==> config.mk <==
export PLATFORM = sky130hd
export DESIGN_NAME = mem_stage_reg_flat
export DESIGN_NICKNAME = d
export VERILOG_FILES = /design/src/rtl/mem_stage_reg_if.sv /design/src/rtl/mem_stage_reg.sv /design/src/flat_wrapper.sv
export SDC_FILE = /design/constraint.sdc
export NUM_CORES = 1
export LEC_CHECK = 0
export ABC_AREA = 1
export BUFFER_PORTS_ARGS = -buffer_cell sky130_fd_sc_hd__buf_2
export CORE_MARGIN = 1
export CORE_UTILIZATION = 40
export DETAILED_ROUTE_END_ITERATION = 8
export PLACE_DENSITY = 0.66
export SKIP_LAST_GASP = 1
export SYNTH_ARGS = -nofsm -noshare
export SYNTH_HDL_FRONTEND = slang
export SYNTH_SLANG_ARGS = --single-unit
==> constraint.sdc <==
create_clock -name clk -period 2.9 [get_ports clk]
set_clock_uncertainty 0.15 [all_clocks]
set_input_delay 0.29 -clock clk [delete_from_list [all_inputs] [get_ports clk]]
set_output_delay 0.29 -clock clk [all_outputs]
set_load 0.03 [all_outputs]
==> src/rtl/mem_stage_reg_if.sv <==
// Bus bundle for the memory-stage pipeline register.
// Carries the hazard-unit controls (stall/flush), the incoming EX bundle (M_*),
// the data-memory response (dresp_*) and the registered outgoing bundle (m_*).
//   slave  : view used by mem_stage_reg (consumes M_*, dresp_*, drives m_*)
//   master : view used by whoever feeds the stage (drives M_*, dresp_*)
interface mem_stage_reg_if #(
  parameter int DATA_W = 32,
  parameter int CODE_W = 6,
  parameter int REG_W  = 5
);
  localparam int AW = $clog2(DATA_W / 8);

  logic              stall;
  logic              flush;
  logic              M_valid;
  logic [DATA_W-1:0] M_pc;
  logic [DATA_W-1:0] M_val3;
  logic [CODE_W-1:0] M_icode;
  logic [CODE_W-1:0] M_acode;
  logic [REG_W-1:0]  M_dst;
  logic [2:0]        M_ldop;
  logic [AW-1:0]     M_addr_lo;
  logic              dresp_data_ok;
  logic [DATA_W-1:0] dresp_data;

  logic              m_valid;
  logic [DATA_W-1:0] m_pc;
  logic [DATA_W-1:0] m_val3;
  logic [CODE_W-1:0] m_icode;
  logic [CODE_W-1:0] m_acode;
  logic [REG_W-1:0]  m_dst;
  logic              m_busy;

  modport slave (
    input  stall, flush, M_valid, M_pc, M_val3, M_icode, M_acode, M_dst,
           M_ldop, M_addr_lo, dresp_data_ok, dresp_data,
    output m_valid, m_pc, m_val3, m_icode, m_acode, m_dst, m_busy
  );

  modport master (
    output stall, flush, M_valid, M_pc, M_val3, M_icode, M_acode, M_dst,
           M_ldop, M_addr_lo, dresp_data_ok, dresp_data,
    input  m_valid, m_pc, m_val3, m_icode, m_acode, m_dst, m_busy
  );
endinterface

==> src/rtl/mem_stage_reg.sv <==
// Memory-stage pipeline register (EX->MEM->WB) for the 5-stage core.
// Captures the instruction bundle when the stage advances, waits for the
// data-memory response of loads (raising m_busy meanwhile) and produces the
// load-extended or passthrough writeback value on m_val3.
// Ports:
//   clk   : clock
//   reset : synchronous active-high reset
//   bus   : mem_stage_reg_if.slave (stall/flush, M_* bundle, dresp_*, m_* outputs)
module mem_stage_reg #(
  parameter int DATA_W = 32,
  parameter int CODE_W = 6,
  parameter int REG_W  = 5
) (
  input  logic           clk,
  input  logic           reset,
  mem_stage_reg_if.slave bus
);
  localparam int LANES = DATA_W / 8;
  localparam int AW    = $clog2(LANES);

  typedef enum logic [1:0] {IDLE, WAIT, HAVE, DRAIN} state_t;

  state_t            state_reg, state_next;
  logic              valid_reg;
  logic [DATA_W-1:0] pc_reg;
  logic [DATA_W-1:0] val3_reg;
  logic [CODE_W-1:0] icode_reg;
  logic [CODE_W-1:0] acode_reg;
  logic [REG_W-1:0]  dst_reg;
  logic [2:0]        ldop_reg;
  logic [AW-1:0]     addr_lo_reg;
  logic [DATA_W-1:0] lat_reg;     // load value held while the stage is stalled
  logic              armed_reg;   // a load response may legitimately be in flight

  logic              busy;
  logic              adv;
  logic              new_load;
  logic              resp_ok;
  logic [DATA_W-1:0] ext_val;
  logic [DATA_W-1:0] val3_out;

  function automatic logic is_load(input logic [2:0] op);
    return (op >= 3'd1) && (op <= 3'd5);
  endfunction

  assign resp_ok  = bus.dresp_data_ok;
  assign busy     = (state_reg == DRAIN) || ((state_reg == WAIT) && !resp_ok);
  assign adv      = !bus.stall && !busy;
  // The entry about to be captured needs a memory response.
  assign new_load = bus.M_valid && !bus.flush && is_load(bus.M_ldop);

  // Little-endian lane views of the raw response word.
  logic [7:0]  byte_lane [LANES];
  logic [15:0] half_lane [LANES/2];

  for (genvar gi = 0; gi < LANES; gi++) begin : g_byte
    assign byte_lane[gi] = bus.dresp_data[8*gi +: 8];
  end
  for (genvar gi = 0; gi < LANES/2; gi++) begin : g_half
    assign half_lane[gi] = bus.dresp_data[16*gi +: 16];
  end

  logic [7:0]  sel_byte;
  logic [15:0] sel_half;
  logic [31:0] sel_word;

  assign sel_byte = byte_lane[addr_lo_reg];
  // Halfword select ignores address bit 0.
  assign sel_half = half_lane[addr_lo_reg[AW-1:1]];
  assign sel_word = bus.dresp_data[31:0];

  always_comb begin
    ext_val = '0;
    case (ldop_reg)
      3'd1:    ext_val = DATA_W'($signed(sel_byte));
      3'd2:    ext_val = DATA_W'(sel_byte);
      3'd3:    ext_val = DATA_W'($signed(sel_half));
      3'd4:    ext_val = DATA_W'(sel_half);
      3'd5:    ext_val = DATA_W'($signed(sel_word));
      default: ext_val = '0;
    endcase
  end

  always_comb begin
    state_next = state_reg;
    val3_out   = val3_reg;
    case (state_reg)
      IDLE: begin
        if (adv) state_next = new_load ? WAIT : IDLE;
      end
      WAIT: begin
        if (resp_ok) begin
          val3_out = ext_val;
          if (bus.stall) state_next = bus.flush ? IDLE : HAVE;
          else           state_next = new_load ? WAIT : IDLE;
        end else if (bus.flush) begin
          state_next = DRAIN;
        end
      end
      HAVE: begin
        val3_out = lat_reg;
        if (adv)            state_next = new_load ? WAIT : IDLE;
        else if (bus.flush) state_next = IDLE;
      end
      DRAIN: begin
        // Response belongs to a flushed load; just wait it out.
        if (resp_ok) state_next = IDLE;
      end
      default: state_next = IDLE;
    endcase
  end

  always_ff @(posedge clk) begin
    if (reset) begin
      state_reg   <= IDLE;
      valid_reg   <= 1'b0;
      pc_reg      <= '0;
      val3_reg    <= '0;
      icode_reg   <= '0;
      acode_reg   <= '0;
      dst_reg     <= '0;
      ldop_reg    <= '0;
      addr_lo_reg <= '0;
      lat_reg     <= '0;
      armed_reg   <= 1'b0;
    end else begin
      state_reg <= state_next;
      if (adv) begin
        valid_reg   <= bus.M_valid && !bus.flush;
        pc_reg      <= bus.M_pc;
        val3_reg    <= bus.M_val3;
        icode_reg   <= bus.M_icode;
        acode_reg   <= bus.M_acode;
        dst_reg     <= bus.M_dst;
        ldop_reg    <= bus.flush ? 3'd0 : bus.M_ldop;
        addr_lo_reg <= bus.M_addr_lo;
      end else if (bus.flush) begin
        valid_reg <= 1'b0;
        ldop_reg  <= 3'd0;
      end
      if ((state_reg == WAIT) && resp_ok) lat_reg <= ext_val;
      if (adv && new_load) armed_reg <= 1'b1;
    end
  end

  assign bus.m_valid = valid_reg;
  assign bus.m_pc    = pc_reg;
  assign bus.m_val3  = val3_out;
  assign bus.m_icode = icode_reg;
  assign bus.m_acode = acode_reg;
  assign bus.m_dst   = dst_reg;
  assign bus.m_busy  = busy;

  // A response with no load waiting for it is a memory-side protocol error.
  // Before the first load after reset a stale response is tolerated.
  a_no_orphan_resp: assert property (@(posedge clk) disable iff (reset)
    !(armed_reg && resp_ok && ((state_reg == IDLE) || (state_reg == HAVE))));
endmodule

==> src/flat_wrapper.sv <==
// flat-port wrapper written by rule: the top's interface ports become plain ports
module mem_stage_reg_flat 
#(
  parameter int DATA_W = 32,
  parameter int CODE_W = 6,
  parameter int REG_W  = 5
)
  (clk, reset, bus_stall, bus_flush, bus_M_valid, bus_M_pc, bus_M_val3, bus_M_icode, bus_M_acode, bus_M_dst, bus_M_ldop, bus_M_addr_lo, bus_dresp_data_ok, bus_dresp_data, bus_m_valid, bus_m_pc, bus_m_val3, bus_m_icode, bus_m_acode, bus_m_dst, bus_m_busy);
  mem_stage_reg_if #(.DATA_W(DATA_W), .CODE_W(CODE_W), .REG_W(REG_W)) bus_i ();
  input  logic clk;
  input  logic reset;
  input wire logic [$bits(bus_i.stall)-1:0] bus_stall;
  input wire logic [$bits(bus_i.flush)-1:0] bus_flush;
  input wire logic [$bits(bus_i.M_valid)-1:0] bus_M_valid;
  input wire logic [$bits(bus_i.M_pc)-1:0] bus_M_pc;
  input wire logic [$bits(bus_i.M_val3)-1:0] bus_M_val3;
  input wire logic [$bits(bus_i.M_icode)-1:0] bus_M_icode;
  input wire logic [$bits(bus_i.M_acode)-1:0] bus_M_acode;
  input wire logic [$bits(bus_i.M_dst)-1:0] bus_M_dst;
  input wire logic [$bits(bus_i.M_ldop)-1:0] bus_M_ldop;
  input wire logic [$bits(bus_i.M_addr_lo)-1:0] bus_M_addr_lo;
  input wire logic [$bits(bus_i.dresp_data_ok)-1:0] bus_dresp_data_ok;
  input wire logic [$bits(bus_i.dresp_data)-1:0] bus_dresp_data;
  output wire logic [$bits(bus_i.m_valid)-1:0] bus_m_valid;
  output wire logic [$bits(bus_i.m_pc)-1:0] bus_m_pc;
  output wire logic [$bits(bus_i.m_val3)-1:0] bus_m_val3;
  output wire logic [$bits(bus_i.m_icode)-1:0] bus_m_icode;
  output wire logic [$bits(bus_i.m_acode)-1:0] bus_m_acode;
  output wire logic [$bits(bus_i.m_dst)-1:0] bus_m_dst;
  output wire logic [$bits(bus_i.m_busy)-1:0] bus_m_busy;
  assign bus_i.stall = bus_stall;
  assign bus_i.flush = bus_flush;
  assign bus_i.M_valid = bus_M_valid;
  assign bus_i.M_pc = bus_M_pc;
  assign bus_i.M_val3 = bus_M_val3;
  assign bus_i.M_icode = bus_M_icode;
  assign bus_i.M_acode = bus_M_acode;
  assign bus_i.M_dst = bus_M_dst;
  assign bus_i.M_ldop = bus_M_ldop;
  assign bus_i.M_addr_lo = bus_M_addr_lo;
  assign bus_i.dresp_data_ok = bus_dresp_data_ok;
  assign bus_i.dresp_data = bus_dresp_data;
  assign bus_m_valid = bus_i.m_valid;
  assign bus_m_pc = bus_i.m_pc;
  assign bus_m_val3 = bus_i.m_val3;
  assign bus_m_icode = bus_i.m_icode;
  assign bus_m_acode = bus_i.m_acode;
  assign bus_m_dst = bus_i.m_dst;
  assign bus_m_busy = bus_i.m_busy;
  mem_stage_reg #(.DATA_W(DATA_W), .CODE_W(CODE_W), .REG_W(REG_W)) u_core (.clk(clk), .reset(reset), .bus(bus_i));
endmodule
==> flow_summary_export.csv, run 1 <==
group,metric,value,unit
status,outcome,"complete, no violations",
yosys,yosysUniqueCellTypes,26,
setup_path,reg2reg_slack,0.54,ns
clocking,clock_path_buffers,2,
setup_path,path_buf_inv,3,
yosys,yosysMostFrequentCell,"nand2_1",
cells_and_area,multi_input_area,2960,um2
setup_path,required,2.46,ns
grt,grt_usage,26.7,%
yosys,synth_compound_area_share,19.4,%
setup_path,cp_cell_sequence,"inv_1 -> ha_1 -> nand2_2 -> inv_2 -> a221oi_1 -> a21oi_1 -> buf_2",
cells_and_area,drive_gt1_share,24.0,%
placed_design,hpwl,12900,um
power_and_ir_drop,ir_drop,0.000407,V
power_and_ir_drop,power_density,767,nW/um2
route,drc_errors,0,
sta,relSlewSlack,59.9,%
sta,min_period_over_period,93.3,%
route,wl_met3,1570,um
die,die_x,123,um
yosys,synth_top_family_by_area,"simple AND/OR/NAND/NOR gates",
grt,gr-total-overflow,0,
yosys,synth-xor-area-share,0,%
placed_design,portBuffers,206,
setup_path,cp_slowest_cell,"dfxtp_1",
setup_path,critical_path_class,"reg2out",
route,ant_nets,0,
sta,hold_viol_final,0,
sta,hold_ws,0.00525,ns
clocking,root_buffer,"clkbuf_16",
grt,grt_pass1_wl,31300,um
setup_path,r2r-end,"u_core.bus.m_pc[13]",
yosys,netlist_instances,867,
clocking,cts-htree-levels,4,
die,die_area,15100,um2
sta,finalSetupViolCount,0,
cells_and_area,antenna_cells,0,
route,wirelength,19500,um
hold_path,hold_path_class,"in2reg",
cells_and_area,area_delta_synth_final,43.3,%
route,drt_pre_antenna_iters,5,
sta,max_freq,370,MHz
die,core,14100,um2
power_and_ir_drop,leakagePower,4.01,nW
hold_path,min_to,"u_core.val3_reg[20]",
clocking,clock-sinks,121,
sta,slew_viol_final,0,
cells_and_area,num-fill-cells,1309,
setup_path,crit_arrival,2.27,ns
route,via_per_inst,5.10,
yosys,seq_area_frac_synth,41.4,%
yosys,synthAdderAreaFrac,1.07,%
setup_path,r2r-start,"u_core.state_reg[1]",
yosys,synth_area,5850,um2
yosys,synth-edff-count,0,
clocking,clk_latency,0.41,ns
grt,antenna_found_initial,0,
route,wl_met1,8460,um
placed_design,place.gp.congestion,0.906,
yosys,synthMuxAreaShare,0,%
yosys,async_reset_ff_share,0,%
hold_path,whs_path_depth,3,
setup_path,crit_path_end_kind,"output port",
yosys,yosys.area_share.simple,29.9,%
clocking,clk_pin_slew,0.06,ns
die,die_h,123,um
yosys,synth_warnings,0,
cells_and_area,ff_latch_area,2420,um2
setup_path,critPathMaxFanout,17,
sta,fin_crit,2.71,ns
yosys,postSynthAreaPerCell,6.75,um2
route,routed-wl-met2,9090,um
cells_and_area,nets,1256,
yosys,synth_top_area_cell,"dfxtp_1",
yosys,synth_common_cells,"nand2_1 (339), a21oi_1 (155), dfxtp_1 (121), nor2_1 (44), nand3_1 (42)",
die,io_pins,207,
setup_path,critPathMaxStageDelay,0.33,ns
yosys,ys_ff_latch,121,
yosys,ys.flop_type,"dfxtp_1",
clocking,cts_tree,"done",
hold_path,hp-start,"bus_M_val3[20]",
die,initial_core_util,41.5,%
yosys,synth_top_area_share,41.4,%
die,num_rows,43,
run,max_cap_viol_count,0,
setup_path,reg2regPathDepth,8,
sta,tns,0,ns
grt,grt_start_max_net_pins,70,
setup_path,cpLargestDelayFamily,"buffers and inverters",
setup_path,critPathLaunchType,"flop",
yosys,netlist_top_cells_area,"dfxtp_1 (41%), nand2_1 (22%), a21oi_1 (13%)",
route,first_iter_violations,596,
route,vias,6728,
yosys,synth_nets,996,
sta,rsz0062_at_grt,"no",
sta,worst_slew_pin_slew,0.602,ns
grt,grt_pass1_vias,6367,
route,wl_per_cell,14.8,um
route,topRoutingLayerUsed,"met4",
clocking,cts_buffers,17,
## final cells by class
type	count	area share [%]
sequential	121	28.9
tap	180	2.69
clock buffer	23	5.94
timing repair buffer	301	23.5
clock inverter	7	1.66
inverter	42	1.97
multi-input combinational	644	35.3
## worst min-delay path, stage by stage
cell     delay (ns)
buf_2          0.10
nand2_1        0.07
a21oi_1        0.06
## report_power, final
group / total (mW) / internal (mW) / leakage (nW) / switching, mW
clock: 2.27 / 1.54 / 0.315 / 0.724
sequential: 1.89 / 1.80 / 0.991 / 0.0883
combinational: 2.28 / 0.698 / 2.70 / 1.58
## through the flow
stage	cells	utilization [%]	power [mW]	cell area, um2	worst slack, ns
2_1_floorplan	867	-	3.43	5850	0.658
3_3_place_gp	1205	49.0	4.06	6910	0.490
3_5_place_dp	1205	49.0	4.07	6910	0.451
4_1_cts	1314	59.1	6.42	8330	0.00217
5_1_grt	1318	59.5	6.76	8380	0.0109
6_report	1318	59.5	6.43	8380	0.195
## routing by layer
layer | vias up | GRT usage [%]
met5 | - | 0
met4 | 0 | 10.2
met3 | 28 | 5.86
met2 | 297 | 43.2
met1 | 3049 | 34.5
li1 | 3354 | -
## cells by family after synthesis
kind of cell               after synthesis
and+or+nand+nor                        437
AOI/OAI and AO/OA                      202
DFF                                    121
buffers and inverters                  102
adders and majority gates                5
## cell usage in the layout (no fill, tap or decap), types with 2 or more instances in the layout
| cell type | count |
|---|---|
| a21oi_1 | 155 |
| a221oi_1 | 17 |
| a22oi_1 | 8 |
| buf_12 | 2 |
| buf_2 | 205 |
| buf_4 | 15 |
| bufinv_16 | 4 |
| clkbuf_16 | 17 |
| clkbuf_8 | 5 |
| clkinv_2 | 2 |
| clkinvlp_4 | 2 |
| dfxtp_1 | 120 |
| dlygate4sd3_1 | 79 |
| ha_1 | 5 |
| inv_1 | 36 |
| inv_2 | 4 |
| nand2_1 | 337 |
| nand2_2 | 5 |
| nand3_1 | 42 |
| nand3_2 | 2 |
| nor2_1 | 44 |
| nor3_1 | 2 |
| o211ai_2 | 5 |
| o21ai_0 | 15 |
## worst max-delay path by stage
stage                     depth (start not counted)                start  slack (ns)             end
after detailed placement                          7  u_core.state_reg[0]        0.45   bus_m_val3[3]
after CTS                                         7  u_core.state_reg[0]       0.002   bus_m_val3[3]
final                                             7  u_core.state_reg[1]        0.19  bus_m_val3[28]
after floorplan                                   7  u_core.state_reg[0]        0.66  bus_m_val3[10]
after global placement                            7  u_core.state_reg[0]        0.49   bus_m_val3[3]
after global routing                              6  u_core.state_reg[0]        0.01  bus_m_val3[28]
## timing repair
action                                 in CTS  in global routing
setup endpoints to repair                   0                 32
hold buffers                               79                  0
setup buffers                               0                  4
endpoints found under the hold margin      79                  0
resized for setup                           0                  6
(Power assumes the default switching activity.)
==> run 2: changes to the inputs <==
PLACE_DENSITY = default   (was 0.66)
PLACE_DENSITY_LB_ADDON = 0.05   (was default)
==> run 2 against run 1 <==
  * Core utilization fell by 0.85 points
  * Global-route usage down 1.3 points
  * Non-clock buffer count is 3 lower
  * Die area unchanged
  * Combinational power decreased by 2%
  * Worst hold slack better by 0.014 ns
  * Register-to-register slack better by 0.06 ns
  * Sequential share of layout area increased by 0.41 points
==> flow_summary_export.csv, run 2 (synthesized netlist as in run 1, its figures left out) <==
group,metric,value,unit
status,outcome,"complete, no violations",
setup_path,required,2.46,ns
hold_path,whs_path_depth,3,
grt,antenna_found_initial,0,
grt,grt_pass1_wl,29600,um
sta,fin_crit,2.73,ns
die,initial_core_util,41.5,%
sta,rsz0062_at_grt,"no",
route,wirelength,19100,um
cells_and_area,antenna_cells,0,
sta,relSlewSlack,58.7,%
sta,worst_slew_pin_slew,0.619,ns
die,die_x,123,um
cells_and_area,post-route-cell-area,8260,um2
clocking,clk_pin_slew,0.05,ns
cells_and_area,area_delta_synth_final,41.2,%
cells_and_area,final_cell_mix,"nand2_1 (338), buf_2 (205), a21oi_1 (155), dfxtp_1 (121), dlygate4sd3_1 (82)",
hold_path,hold_path_class,"in2reg",
sta,finalSetupViolCount,0,
power_and_ir_drop,power_density,729,nW/um2
setup_path,critical_path_class,"reg2out",
setup_path,reg2regPathDepth,8,
route,drt_pre_antenna_iters,5,
route,wl_per_cell,14.5,um
cells_and_area,final_common_cell,"nand2_1",
grt,gr-total-overflow,0,
grt,grt_start_max_net_pins,86,
grt,grt.met3_usage,6.78,%
clocking,root_buffer,"clkbuf_16",
cells_and_area,nets,1253,
die,num_rows,43,
placed_design,place.gp.congestion,0.911,
setup_path,crit_path_end_kind,"output port",
grt,met1_usage,32.4,%
placed_design,hpwl,12400,um
clocking,clk_latency,0.41,ns
placed_design,dpl-instance-area,6900,um2
cells_and_area,multi_input_area,2950,um2
die,io_pins,207,
grt,grt-busiest-layer,"met2",
route,via_per_inst,5.00,
die,die_area,15100,um2
die,core,14100,um2
clocking,clock_path_buffers,2,
clocking,cts-htree-levels,4,
route,first_iter_violations,517,
setup_path,crit_arrival,2.29,ns
route,drc_errors,0,
sta,tns,0,ns
die,die_h,123,um
clocking,clock-sinks,121,
sta,hold_viol_final,0,
sta,max_freq,366,MHz
setup_path,critPathLaunchType,"flop",
power_and_ir_drop,leakagePower,3.94,nW
placed_design,portBuffers,206,
setup_path,critPathMaxFanout,17,
clocking,cts_tree,"done",
run,max_cap_viol_count,0,
cells_and_area,ff_latch_area,2420,um2
sta,min_period_over_period,94.3,%
clocking,cts_buffers,17,
cells_and_area,num-fill-cells,1363,
power_and_ir_drop,ir_drop,0.000469,V
grt,grt_usage,25.4,%
grt,grt_pass1_vias,6084,
route,ant_nets,0,
power_and_ir_drop,power.total,6.02,mW
route,vias,6576,
sta,slew_viol_final,0,
grt,grt_use_met2,41.6,%
cells_and_area,drive_gt1_share,23.0,%
[run 2: per-stage QoR]
stage	std cells	hold WS (ns)	util (%)	setup slack, ns
final	1316	0.0190	58.6	0.165
after global routing	1316	0.0180	58.6	0.0179
after CTS	1316	0.00376	58.6	0.0520
after detailed placement	1203	0.302	49.0	0.498
after global placement	1203	0.300	49.0	0.536
after floorplan	867	0.275	-	0.658
[run 2: final cells by class]
cell class | count | area share (%)
repair buffers | 298 | 23.8
clock inverters | 8 | 0.894
well taps | 180 | 2.73
flip-flops and latches | 121 | 29.3
inverters | 42 | 1.95
clock buffers | 23 | 5.54
multi-input cells | 644 | 35.8
[run 2: timing repair]
item                                   CTS  global route
setup endpoints to repair                0            20
hold buffers                            82             0
endpoints found under the hold margin   82             0
setup buffers                            0             0
gates resized for setup                  0             2
[run 2: routing by layer]
| layer | wire [um] | share of wire [%] |
|---|---|---|
| met5 | 0 | 0 |
| met4 | 295 | 1.5 |
| met3 | 1300 | 6.8 |
| met2 | 8870 | 47 |
| met1 | 8600 | 45 |
[run 2: report_power, final]
part	switching [mW]	internal [mW]
Sequential	0.0829	1.80
Clock	0.723	1.19
Combinational	1.54	0.684
Total	2.35	3.67
[run 2: worst paths after layout]
kind / start / to / slack, ns
hold reg to reg: u_core.bus.m_pc[26] / u_core.bus.m_pc[26] / 0.31
hold / removal: bus_M_valid / u_core.bus.m_valid / 0.02
setup reg to reg: u_core.state_reg[1] / u_core.bus.m_pc[17] / 0.60
setup / recovery: u_core.state_reg[0] / bus_m_val3[23] / 0.17
[run 2: worst max-delay path, cell delays in order, from the launching register on]
cell and delay [ns]:
dfxtp_1 0.35, inv_1 0.10, ha_1 0.38, clkinvlp_4 0.35
a221oi_1 0.33, a21oi_1 0.16, buf_2 0.21
